==> config.mk <==
export PLATFORM = sky130hd
export DESIGN_NAME = lc3_mmio_console
export DESIGN_NICKNAME = d
export VERILOG_FILES = /design/src/rtl/lc3_pkg.sv /design/src/rtl/lc3_sync_fifo.sv /design/src/rtl/lc3_mmio_console.sv
export SDC_FILE = /design/constraint.sdc
export NUM_CORES = 1
export LEC_CHECK = 0
export ABC_AREA = 1
export CAP_MARGIN = 20
export CORE_AREA = 2 2 76 78
export DETAILED_ROUTE_END_ITERATION = 7
export DIE_AREA = 0 0 78 80
export PLACE_DENSITY = 0.79
export SLEW_MARGIN = 15
export SYNTH_ARGS = -nofsm -noshare
export SYNTH_HDL_FRONTEND = slang
export SYNTH_SLANG_ARGS = --single-unit
export TNS_END_PERCENT = 50
==> constraint.sdc <==
create_clock -name clk -period 2.15 [get_ports clk]
set_clock_uncertainty 0.05 [all_clocks]
set_input_delay 0.645 -clock clk [delete_from_list [all_inputs] [get_ports clk]]
set_output_delay 0.645 -clock clk [all_outputs]
set_load 0.01 [all_outputs]
==> src/rtl/lc3_pkg.sv <==
// lc3_pkg: shared constants for the LC-3 memory-mapped console.
// Holds the register map addresses and the KBSR/DSR status bit positions.
package lc3_pkg;

    localparam logic [15:0] ADDR_KBSR = 16'hFE00;
    localparam logic [15:0] ADDR_KBDR = 16'hFE02;
    localparam logic [15:0] ADDR_DSR  = 16'hFE04;
    localparam logic [15:0] ADDR_DDR  = 16'hFE06;
    localparam logic [15:0] ADDR_MCR  = 16'hFFFE;

    localparam int SR_READY_BIT = 15;
    localparam int SR_IE_BIT    = 14;

endpackage

==> src/rtl/lc3_sync_fifo.sv <==
// lc3_sync_fifo: single-clock FIFO with first-word-fall-through head.
// Ports:
//   clk, rst      clock, synchronous active-high reset (flushes the FIFO)
//   push, wdata   write request and data; ignored while full
//   pop           read request; ignored while empty
//   head          oldest entry (undefined content when empty)
//   full, empty   status
module lc3_sync_fifo #(
    parameter int WIDTH = 8,
    parameter int DEPTH = 4
) (
    input  logic             clk,
    input  logic             rst,
    input  logic             push,
    input  logic [WIDTH-1:0] wdata,
    input  logic             pop,
    output logic [WIDTH-1:0] head,
    output logic             full,
    output logic             empty
);

    localparam int AW = $clog2(DEPTH);

    logic [WIDTH-1:0] mem [DEPTH];
    // Pointers carry one extra MSB so full and empty are distinguishable
    // when the index bits match.
    logic [AW:0]      wr_ptr;
    logic [AW:0]      rd_ptr;
    logic             do_push;
    logic             do_pop;

    assign empty   = (wr_ptr == rd_ptr);
    assign full    = (wr_ptr[AW] != rd_ptr[AW]) &&
                     (wr_ptr[AW-1:0] == rd_ptr[AW-1:0]);
    assign do_push = push && !full;
    assign do_pop  = pop && !empty;
    assign head    = mem[rd_ptr[AW-1:0]];

    always_ff @(posedge clk) begin
        if (rst) begin
            wr_ptr <= '0;
            rd_ptr <= '0;
        end else begin
            if (do_push) begin
                mem[wr_ptr[AW-1:0]] <= wdata;
                wr_ptr              <= wr_ptr + 1'b1;
            end
            if (do_pop) begin
                rd_ptr <= rd_ptr + 1'b1;
            end
        end
    end

endmodule

==> src/rtl/lc3_mmio_console.sv <==
// lc3_mmio_console: memory-mapped keyboard/display/machine-control slave
// on the LC-3 data-memory port.
// Ports:
//   clk, rst                 clock, synchronous active-high reset
//   mem_addr/re/we/wdata     CPU access; re and we are single-cycle strobes
//   mem_rdata, mmio_hit      combinational read data and map hit
//   kb_valid/kb_data/kb_ready    keyboard source handshake (RX FIFO)
//   disp_valid/disp_data/disp_ready  display sink handshake
//   kb_irq                   registered KBSR[15] & KBSR[14]
//   run                      MCR[15]; core halts when 0
module lc3_mmio_console
    import lc3_pkg::*;
#(
    parameter int KB_DEPTH = 4
) (
    input  logic        clk,
    input  logic        rst,
    input  logic [15:0] mem_addr,
    input  logic        mem_re,
    input  logic        mem_we,
    input  logic [15:0] mem_wdata,
    output logic [15:0] mem_rdata,
    output logic        mmio_hit,
    input  logic        kb_valid,
    input  logic [7:0]  kb_data,
    output logic        kb_ready,
    output logic        disp_valid,
    output logic [7:0]  disp_data,
    input  logic        disp_ready,
    output logic        kb_irq,
    output logic        run
);

    logic       hit_kbsr, hit_kbdr, hit_dsr, hit_ddr, hit_mcr;
    logic       ie;
    logic       fifo_full, fifo_empty, fifo_pop;
    logic [7:0] fifo_head;
    logic       unused_wdata;

    assign unused_wdata = ^mem_wdata[13:8];

    assign hit_kbsr = (mem_addr == ADDR_KBSR);
    assign hit_kbdr = (mem_addr == ADDR_KBDR);
    assign hit_dsr  = (mem_addr == ADDR_DSR);
    assign hit_ddr  = (mem_addr == ADDR_DDR);
    assign hit_mcr  = (mem_addr == ADDR_MCR);
    assign mmio_hit = hit_kbsr | hit_kbdr | hit_dsr | hit_ddr | hit_mcr;

    // A simultaneous write strobe turns the access into a write, so no pop.
    assign fifo_pop = mem_re && !mem_we && hit_kbdr && !fifo_empty;
    assign kb_ready = !fifo_full;

    lc3_sync_fifo #(
        .WIDTH (8),
        .DEPTH (KB_DEPTH)
    ) u_rx_fifo (
        .clk   (clk),
        .rst   (rst),
        .push  (kb_valid),
        .wdata (kb_data),
        .pop   (fifo_pop),
        .head  (fifo_head),
        .full  (fifo_full),
        .empty (fifo_empty)
    );

    always_comb begin
        mem_rdata = 16'h0000;
        if (hit_kbsr) begin
            mem_rdata[SR_READY_BIT] = !fifo_empty;
            mem_rdata[SR_IE_BIT]    = ie;
        end else if (hit_kbdr) begin
            if (!fifo_empty) mem_rdata[7:0] = fifo_head;
        end else if (hit_dsr) begin
            mem_rdata[SR_READY_BIT] = !disp_valid;
        end else if (hit_mcr) begin
            mem_rdata[15] = run;
        end
    end

    always_ff @(posedge clk) begin
        if (rst) begin
            ie         <= 1'b0;
            run        <= 1'b1;
            disp_valid <= 1'b0;
            disp_data  <= 8'h00;
            kb_irq     <= 1'b0;
        end else begin
            kb_irq <= !fifo_empty && ie;

            if (mem_we && hit_kbsr) ie  <= mem_wdata[SR_IE_BIT];
            if (mem_we && hit_mcr)  run <= mem_wdata[15];

            // A completing handshake takes priority; a DDR write is only
            // accepted when nothing is pending.
            if (disp_valid && disp_ready) begin
                disp_valid <= 1'b0;
            end else if (mem_we && hit_ddr && !disp_valid) begin
                disp_data  <= mem_wdata[7:0];
                disp_valid <= 1'b1;
            end
        end
    end

endmodule
# Yosys cells after proc, flatten, opt, wreduce, memory -nomap -nowiden
# Memory sizes are Yosys's and may differ from the RTL's. A register that Yosys moved wholly into a read port is not among the register bits.
# Cells that the tools add are included.
# totals
regBits,18
mem_bits_rw,32
n_memories,1
input_bits,46
output_inout_bits,29
elab_cells,54
# memory_table
memory,words,word_bits,read_ports,rd_clocked_by_memory_dff,write_ports,line,text
u_rx_fifo.mem,4,8,1,1,1,lc3_sync_fifo.sv:24,logic [WIDTH-1:0] mem [DEPTH];
# op_classes
muxes,13
n_bitwise,5
reduce_logical,18
eq_ne,8
n_addsub,2
# op_table
cell,n
"== test 16 bit, second input constant",5
two-way mux 8 bit,3
logical AND 1 bit,12
two-way mux 1 bit,8
"adder 3 x 1 -> 3 bit, second input constant",2
logical NOT 1 bit,4
two-way mux 2 bit,2
bitwise OR 1 bit,4
== test 3 bit,1
== test 2 bit,1
AND reduction 2 bit,1
OR reduction 2 bit,1
!= test 1 bit,1
NOT 1 bit,1

# Depth between registers and ports, before layout
# Gate-level depths: netlist (run 1).
# depth
word_depth,7
depth_mapped,10
depth_no_buf,10

# Hierarchy
# From an unflattened synthesis (run 1), not the netlist that was laid out.
# hier_totals
hier_cells,317
hier_area_um2,2641.3
# modules_own_cells
mod,instances,area_per_inst_um2,cells_per_inst
lc3_sync_fifo,1,1692.9,151
lc3_mmio_console,1,948.4,166

# Worst setup path before layout (run 1)
# OpenSTA, ideal clock, no wires.
# synth_path
path_kind,input to output
start,input mem_addr[0]
end,output mem_rdata[0]
arrival_time_ps,1514
n_path_buf,0
stages,7
setup_slack_ps,-59
path_cell_list,inv_1 > nand2_1 > nor2_1 > nand2_1 > nor2_4 > nand2_1 > a21oi_1
# synth_between
elab_chain_cells,3
word_cells_on_any_way,4
# synth_lines
element,line,text
"start, declared",lc3_mmio_console.sv:18,"input logic [15:0] mem_addr,"
== test 16 bit,lc3_mmio_console.sv:43,assign hit_kbdr = (mem_addr == ADDR_KBDR);
two-way mux 8 bit,lc3_mmio_console.sv:72,end else if (hit_kbdr) begin
two-way mux 8 bit *,lc3_mmio_console.sv:69,if (hit_kbsr) begin
"end, declared",lc3_mmio_console.sv:22,"output logic [15:0] mem_rdata,"
# Every way passes the cells marked *; elsewhere a longest branch is shown, timed or not.

# Worst setup path after layout (run 1)
# layout_path
start,input mem_addr[0]
end,output mem_rdata[2]
# Same word-level chain as after synthesis.

==> results.md, run 1 <==
Finish:
- The final-stage net count is 446.
- The share of post-route cells with drive strength above 1 is 0.298.
- The number of antenna diodes in the final layout is 0.
- After the flow finishes, the layout carries non-filler instances totaling 468.
- Counting the fill cells in the layout gives 403.
- The area overhead of the layout relative to synthesis is 47.8%.

Critical path:
- The critical setup path kind is in2out.
- The critical path startpoint category is an input port.
- STA classifies the critical path endpoint as an output pin.
- The highest net fanout along the worst path is 3.
- STA puts the critical path data arrival time at 1.63 ns.
- The required time of the critical path is 1.45 ns.

Global routing:
- Entering global routing, the biggest net connects 18 pins.
- The initial antenna violation count came to 0.
- The number of global-route vias before repair is 2,178.
- The first global-routing pass estimated 9170 µm of wire.
- In the global route stage, overall resource usage came out at 0.189.
- Summed over all layers, the global routing overflow is 0.

Power:
- Across the VDD grid, the largest voltage drop is 319 µV.
- Summed over all cells, the static leakage comes to 0.00163 µW.
- Power spread over the standard cell area amounts to 565 mW/mm².

Yosys:
- sky130_fd_sc_hd__edfxtp_1 takes more of the synthesized area than any other cell.
- After synthesis the cells add up to 0.00250 mm².
- The average size of a mapped cell is 8.49 µm².
- The post-synthesis mux area share is 0.
- Of the total synthesized cell area, the portion taken by AND, OR, NAND and NOR gates is 0.262.
- The share of synthesized area in the top cell type comes to 0.384.
- The post-synthesis adder-cell area fraction is 0.0250.
- The netlist uses 29 different library cells.
- Of the total synthesized cell area, the portion taken by XOR and XNOR cells is 0.0105.
- The Yosys step of the flow raised 0 warnings.
- The instance count of the mapped netlist is 295.
- After synthesis, the cell types taking the most area are sky130_fd_sc_hd__edfxtp_1 38%, sky130_fd_sc_hd__dfxtp_1 16%, sky130_fd_sc_hd__nor2_1 11%.
- The area fraction in compound gates after synthesis is 0.0640.
- Counting flops and latches in the post-synthesis netlist gives 52.
- By area, the combinational part of the netlist is dominated by simple AND/OR/NAND/NOR gates.
- The part of the Yosys area used for sequential elements is 0.544.

STA:
- The final number of max-transition violations is 0.
- The worst hold slack is 0.440 ns.
- The smallest clock period supported by the final layout is computed as 2.32 ns.
- Setup violations remaining at the end of the flow were counted as 11.
- In the post-route analysis, the smallest setup slack over all paths is -0.175 ns.
- The maximum operating frequency is 430 MHz.
- The post-route fraction of the period consumed by the critical path is 1.08.
- Setup repair after global routing could not meet its margin everywhere.
- The number of endpoints with negative hold slack in the final report is 0.

Detailed routing:
- For this run, the detailed router's first-pass iteration total came to 4.
- The detailed router finished its first iteration with 64 violations.
- Dividing the detail-routed via count by the number of cells gives 4.78.
- After detailed routing, the number of remaining DRC violations is 0.
- After detailed routing, the average wire length per cell comes to 12.6 µm.
- The post-route antenna net violation count is 0.
- The final route contains 2,235 vias.
- The wire length reported by the detailed router is 5890 µm.

Floorplanning:
- The number of core rows is 27.
- The total area inside the core boundary comes to 0.00541 mm².
- The full die area is 0.00624 mm².
- The die extent in x is 78 µm.
- Measured along the y axis, the die boundary spans 80 µm.
- The top-level port count is 75.
- The effective utilization at floorplan is 0.463.

Clocking:
- The total CTS buffers is 5.
- The clock edge transition at the registers on the reported setup and hold paths is 0.09 ns.
- The H-tree was split into 2 levels.
- CTS placed an instance of sky130_fd_sc_hd__clkbuf_8 at the clock tree root.
- The CTS tree is done.
- The number of hold buffers added after CTS was 0.
- The clock tree buffer depth is 2.
- The clock insertion delay at the later pin of the skew report is 0.30 ns.
- The clock net sink count is 52.

Status:
- The checks that failed: negative setup slack.
- The run finished, with violations left.

Min path:
- The class of the worst hold path is reg2reg.

Place:
- The global placer's final weighted congestion is 0.811.
- OpenSTA, run right after detailed placement, puts the worst setup slack at -0.976 ns.
- Input and output buffers added on the ports amount to 62.
- The number of placed instances, taps included, is 453.
- Once detailed placement completed, the half-perimeter wirelength came to 3890 µm.

Flow run:
- Max-cap violations in this run came to 0.
cell type report:
cell class              count  area [µm²]  share of cell area
inverters                  38         160              0.0433
clock buffers               6        72.6              0.0196
clock inverters             2        60.1              0.0162
well taps                  72        90.1              0.0243
repair buffers            100         887               0.240
multi-input cells         198        1070               0.289
flip-flops and latches     52        1360               0.368
state kept, by name (all words and copies together), names as in the netlist, named ones only:
| register | count |
|---|---|
| kb_irq | 1 |
| disp_data | 8 |
| u_rx_fifo.wr_ptr | 3 |
| disp_valid | 1 |
| u_rx_fifo.rd_ptr | 3 |
| u_rx_fifo.mem | 32 |
| ie | 1 |
| run | 1 |
path summary, 6_finish.rpt:
path / start / endpoint / slack, ns / depth (start not counted)
min reg2reg: ie / kb_irq / 0.44 / 2
max reg2reg: u_rx_fifo.rd_ptr[0] / u_rx_fifo.mem[0][2] / 0.51 / 9
max: mem_addr[0] / mem_rdata[2] / -0.17 / 10
min: ie / kb_irq / 0.44 / 2
worst max-delay path: stages:
cell and delay (ns):
sky130_fd_sc_hd__buf_6 0.10, sky130_fd_sc_hd__inv_4 0.05, sky130_fd_sc_hd__nand2_4 0.05, sky130_fd_sc_hd__nor2_4 0.11
sky130_fd_sc_hd__nand2_2 0.08, sky130_fd_sc_hd__nor2_4 0.12, sky130_fd_sc_hd__nand2_4 0.08, sky130_fd_sc_hd__buf_6 0.14
sky130_fd_sc_hd__a21oi_2 0.11, sky130_fd_sc_hd__buf_2 0.14
metrics by stage:
step                setup TNS [ns]  total power (µW)  instance area (µm²)  utilization
finish                       -1.55              2090                 3700        0.684
global route                 -2.22              2150                 3700        0.684
CTS                          -1.78              2070                 3570        0.660
detailed placement          -12.10              1310                 3430        0.634
global placement            -10.91              1300                 3430        0.634
floorplan                        0              1190                 2560            -
cells in the final DEF (no fill, tap or decap), types with 4 or more instances in the layout:
cell type / instances
sky130_fd_sc_hd__clkbuf_8: 5
sky130_fd_sc_hd__dfxtp_1: 20
sky130_fd_sc_hd__inv_4: 5
sky130_fd_sc_hd__conb_1: 6
sky130_fd_sc_hd__nor2_1: 65
sky130_fd_sc_hd__nand2_2: 6
sky130_fd_sc_hd__inv_2: 4
sky130_fd_sc_hd__ha_1: 5
sky130_fd_sc_hd__nand3_1: 9
sky130_fd_sc_hd__clkdlybuf4s50_1: 34
sky130_fd_sc_hd__buf_2: 14
sky130_fd_sc_hd__buf_4: 35
sky130_fd_sc_hd__o21ai_0: 18
sky130_fd_sc_hd__nor2_2: 4
sky130_fd_sc_hd__a21oi_2: 8
sky130_fd_sc_hd__inv_1: 28
sky130_fd_sc_hd__nand4_1: 5
sky130_fd_sc_hd__edfxtp_1: 32
sky130_fd_sc_hd__buf_6: 12
sky130_fd_sc_hd__nand2_1: 44
sky130_fd_sc_hd__nor2_4: 6
sky130_fd_sc_hd__a21oi_1: 5
sky130_fd_sc_hd__nand2_4: 5
cells in the mapped netlist (all sizes together):
cell type	n
buf	9
a21oi	13
nor2	75
and3	1
nand4	6
ha	5
edfxtp	32
xnor2	1
o21ai	19
inv	38
xor2	2
nand2	55
nor3	1
dfxtp	20
nand3	11
clkbuf	3
conb	1
nand3b	2
or2	1
cell families (layout without fill, tap and decap cells):
| kind of cell | count (synthesis) | count (layout) |
|---|---|---|
| AND/OR/NAND/NOR | 152 | 152 |
| flip-flops | 52 | 52 |
| buffers and inverters | 50 | 146 |
| AO/OA/AOI/OAI | 32 | 32 |
| adder cells (fa/ha/maj) | 5 | 5 |
| XOR/XNOR | 3 | 3 |
| other | 1 | 6 |
what timing repair did:
| item | CTS | global route |
|---|---|---|
| pin swaps | 14 | 14 |
| cloned | 0 | 0 |
| setup buffers | 7 | 0 |
| endpoints found under the setup margin | 12 | 11 |
| gates resized for setup | 127 | 36 |
where the power goes:
| part | internal, µW | leakage [µW] | switching, µW |
|---|---|---|---|
| logic | 122 | 0.00111 | 111 |
| clock network | 465 | 0.0000654 | 310 |
| registers | 1080 | 0.000452 | 5.84 |
routing by layer:
layer,track usage,vias up,part of all wire
li1,-,1130,-
met1,0.203,997,0.40
met2,0.341,91,0.50
met3,0.0622,17,0.073
met4,0.0807,0,0.025
met5,0,-,0
(Power assumes the default switching activity.)
==> run 2, diff against run 1 <==
--- a/config.mk
+++ b/config.mk
@@ -7,12 +7,12 @@
 export LEC_CHECK = 0
 export ABC_AREA = 1
 export CAP_MARGIN = 20
-export CORE_AREA = 2 2 76 78
+export CORE_AREA = 2 2 84 86
 export DETAILED_ROUTE_END_ITERATION = 7
-export DIE_AREA = 0 0 78 80
-export PLACE_DENSITY = 0.79
+export DIE_AREA = 0 0 86 88
+export PLACE_DENSITY = 0.66
 export SLEW_MARGIN = 15
 export SYNTH_ARGS = -nofsm -noshare
 export SYNTH_HDL_FRONTEND = slang
 export SYNTH_SLANG_ARGS = --single-unit
-export TNS_END_PERCENT = 50
+export TNS_END_PERCENT = 20
==> run 2 against run 1 <==
Effect of this change:
- the run still ends with negative setup slack left
- setup slack worse by 0.036 ns
- global-route usage is 3.9 points lower
- clock power is 1% lower
- cell area is 0.68% lower
- maximum frequency is 1.5% lower
- power is 1.2% lower
- core utilization is 13 points lower
- first-iteration DRC count is 31% lower
- sequential share of layout area is 0.25 points higher
- sequential power hardly changed
- largest cell class unchanged
==> results.md, run 2 (synthesis gave the netlist of run 1 again) <==
Critical path:
- The highest net fanout along the worst path is 5.
- The required time of the critical path is 1.45 ns.
- For the worst setup path, the data arrival time is 1.67 ns.
- The depth of the worst register-to-register path is 9.
- The worst-path cell with the longest stage delay is sky130_fd_sc_hd__nor2_4.
- The highest cell delay on the worst timing path is 0.14 ns.
- STA classifies the critical path endpoint as an output pin.
- The critical path startpoint category is an input port.
- Traced cell by cell, the critical path runs through buf_8 > inv_4 > nand2_2 > nor2_1 > nand2_1 > nor2_4 > nand2_4 > buf_6 > a21oi_2 > buf_2.
- The critical path is of the in2out type.

Clocking:
- The clock reaches the later pin of the worst-skew pair after 0.30 ns.
- The CTS tree is done.
- The clock net sink count is 52.
- No sink is reached through more buffers than the 2 on the longest clock path.
- The clock edge transition at the registers on the reported setup and hold paths is 0.09 ns.
- CTS built an H-tree with a depth of 2.
- In this run the clock root is driven by a sky130_fd_sc_hd__clkbuf_8.
- The total CTS buffers is 5.

Status:
- The checks that failed: negative setup slack.
- The flow ran to the end, but the final reports show violations.

Floorplanning:
- The die extent in y is 88 µm.
- The core region is 0.00664 mm².
- In this run the core area contains 30 standard-cell rows.
- The top-level port count is 75.
- The initial utilization of the core area, before any placement, comes to 0.377.
- The floorplan step defined a die boundary enclosing 0.00757 mm².
- In this run the horizontal extent of the chip is 86 µm.

Flow run:
- The count of maximum capacitance violations is 0.

Power:
- In this run the static leakage power is 0.00162 µW.
- The worst-case vdd ir drop is 307 µV.
- The power share of the clock group is 0.370.
- The share of total power dissipated in combinational logic is 0.107.
- The switching component of the power is 409 µW.
- Internal power comes to 1660 µW.
- The share of total power dissipated in sequential elements is 0.524.
- The power per cell area is 562 mW/mm².
- The proportion of total power due to net switching is 0.198.

Detailed routing:
- After the first detailed-routing iteration, the DRC count stood at 44.
- The detailed router placed 2,138 vias in this run.
- The first detailed-routing pass ran for 4 iterations.
- The uppermost metal layer occupied by signal nets is met4.
- In the routed design, unresolved DRC markers number 0.
- The average wire per cell in the routed design is 11.7 µm.
- Detailed routing placed a total of 2770 µm of wire on met2.
- The wire length reported by the detailed router is 5590 µm.
- The detail route stage leaves a number of antenna-violating nets equal to 0.
- The vias per cell is 4.46.
- The total met3 wirelength after detailed routing is 421 µm.
- The wire length on met1 is 2310 µm.

Global routing:
- The maximum number of pins on one net before global-route repair is 18.
- The total global-route track usage is 0.150.
- The first global-routing pass estimated 8910 µm of wire.
- The number of global-route vias before repair was 2,073.
- Global routing finished with a remaining overflow of 0.
- The initial antenna violation count came to 0.

Finish:
- The library cells used most frequently in the layout, excluding fill and tap cells, are 68 x sky130_fd_sc_hd__nor2_1, 47 x sky130_fd_sc_hd__nand2_1, 35 x sky130_fd_sc_hd__buf_4.
- Excluding fillers, the count of instances in the completed layout stands at 479.
- At the end of the flow, the number of nets in the layout was 449.
- The leading cell type in the layout, fill and taps excluded is sky130_fd_sc_hd__nor2_1.
- The final antenna diode count is 0.
- The number of flip-flops under the largest register name is 32.
- The share of post-route cells with drive strength above 1 is 0.288.
- Relative to the synthesized area, the layout overhead comes to 46.8%.

Min path:
- The number of instances on the worst hold path is 2.
- The class of the worst hold path is reg2reg.

STA:
- The worst hold slack is 0.432 ns.
- Setup slack on the critical path of the routed design comes to -0.211 ns.
- Setup repair after global routing could not meet its margin everywhere.
- In the final timing run, aggregate negative setup slack is -1.94 ns.
- Setup violations remaining at the end of the flow were counted as 11.
- The number of endpoints with negative hold slack in the final report is 0.
- The final period demand of the worst path is 2.36 ns.
- In the finished design, the share of the clock period the worst path needs comes to 1.10.
- Timing would allow up to 424 MHz.
- The final number of max-transition violations is 0.

Place:
- The wire-length estimate of the detail-placed layout is 3910 µm.
- In this run the tool buffered the top-level ports with 62 buffer cells.
- The number of placed cells counting well taps is 463.
- Routability-driven placement finished with a final weighted congestion of 0.765.
==> run 2: worst max-delay path, delay by kind of cell <==
family / cells / cell delay, ns
compound gates: 1 / 0.10
buf+inv: 4 / 0.43
simple gates: 5 / 0.47
==> run 2: metal layers <==
layer	vias to the layer above	GRT usage
li1	1135	-
met1	926	0.164
met2	68	0.281
met3	9	0.0471
met4	0	0.0390
met5	-	0
==> run 2: worst paths after layout <==
check | from | to | slack [ns]
max | mem_addr[5] | mem_rdata[0] | -0.21
min | ie | kb_irq | 0.43
max reg2reg | u_rx_fifo.rd_ptr[0] | u_rx_fifo.mem[3][6] | 0.55
min reg2reg | ie | kb_irq | 0.43
==> run 2: stage by stage <==
step / area [µm²] / worst slack [ns] / total power [µW] / utilization
floorplan: 2560 / 0.0232 / 1190 / -
global placement: 3450 / -0.936 / 1310 / 0.520
detailed placement: 3450 / -0.977 / 1310 / 0.520
CTS: 3600 / -0.207 / 2070 / 0.542
global route: 3670 / -0.249 / 2160 / 0.553
finish: 3670 / -0.211 / 2070 / 0.553
==> run 2: layout make-up <==
class / count / area (µm²)
Sequential cell: 52 / 1360
Clock inverter: 2 / 60.1
Multi-Input combinational cell: 198 / 1040
Inverter: 38 / 153
Tap cell: 80 / 100
Fill cell: 601 / 2970
Timing Repair Buffer: 103 / 887
Clock buffer: 6 / 72.6
==> run 2: power by group through the flow <==
stage	combinational (µW)	clock, µW	sequential (µW)
after floorplan	80.6	0	1110
after CTS	210	779	1080
final	220	764	1080
after global routing	242	832	1080
after detailed placement	205	0	1110
after global placement	202	0	1110
==> run 2: timing repair <==
item | 4_1_cts | 5_1_grt
gates resized for setup | 125 | 22
pin swaps | 15 | 12
endpoints found under the setup margin | 12 | 11
setup buffers | 7 | 1
hold buffers | 0 | 0
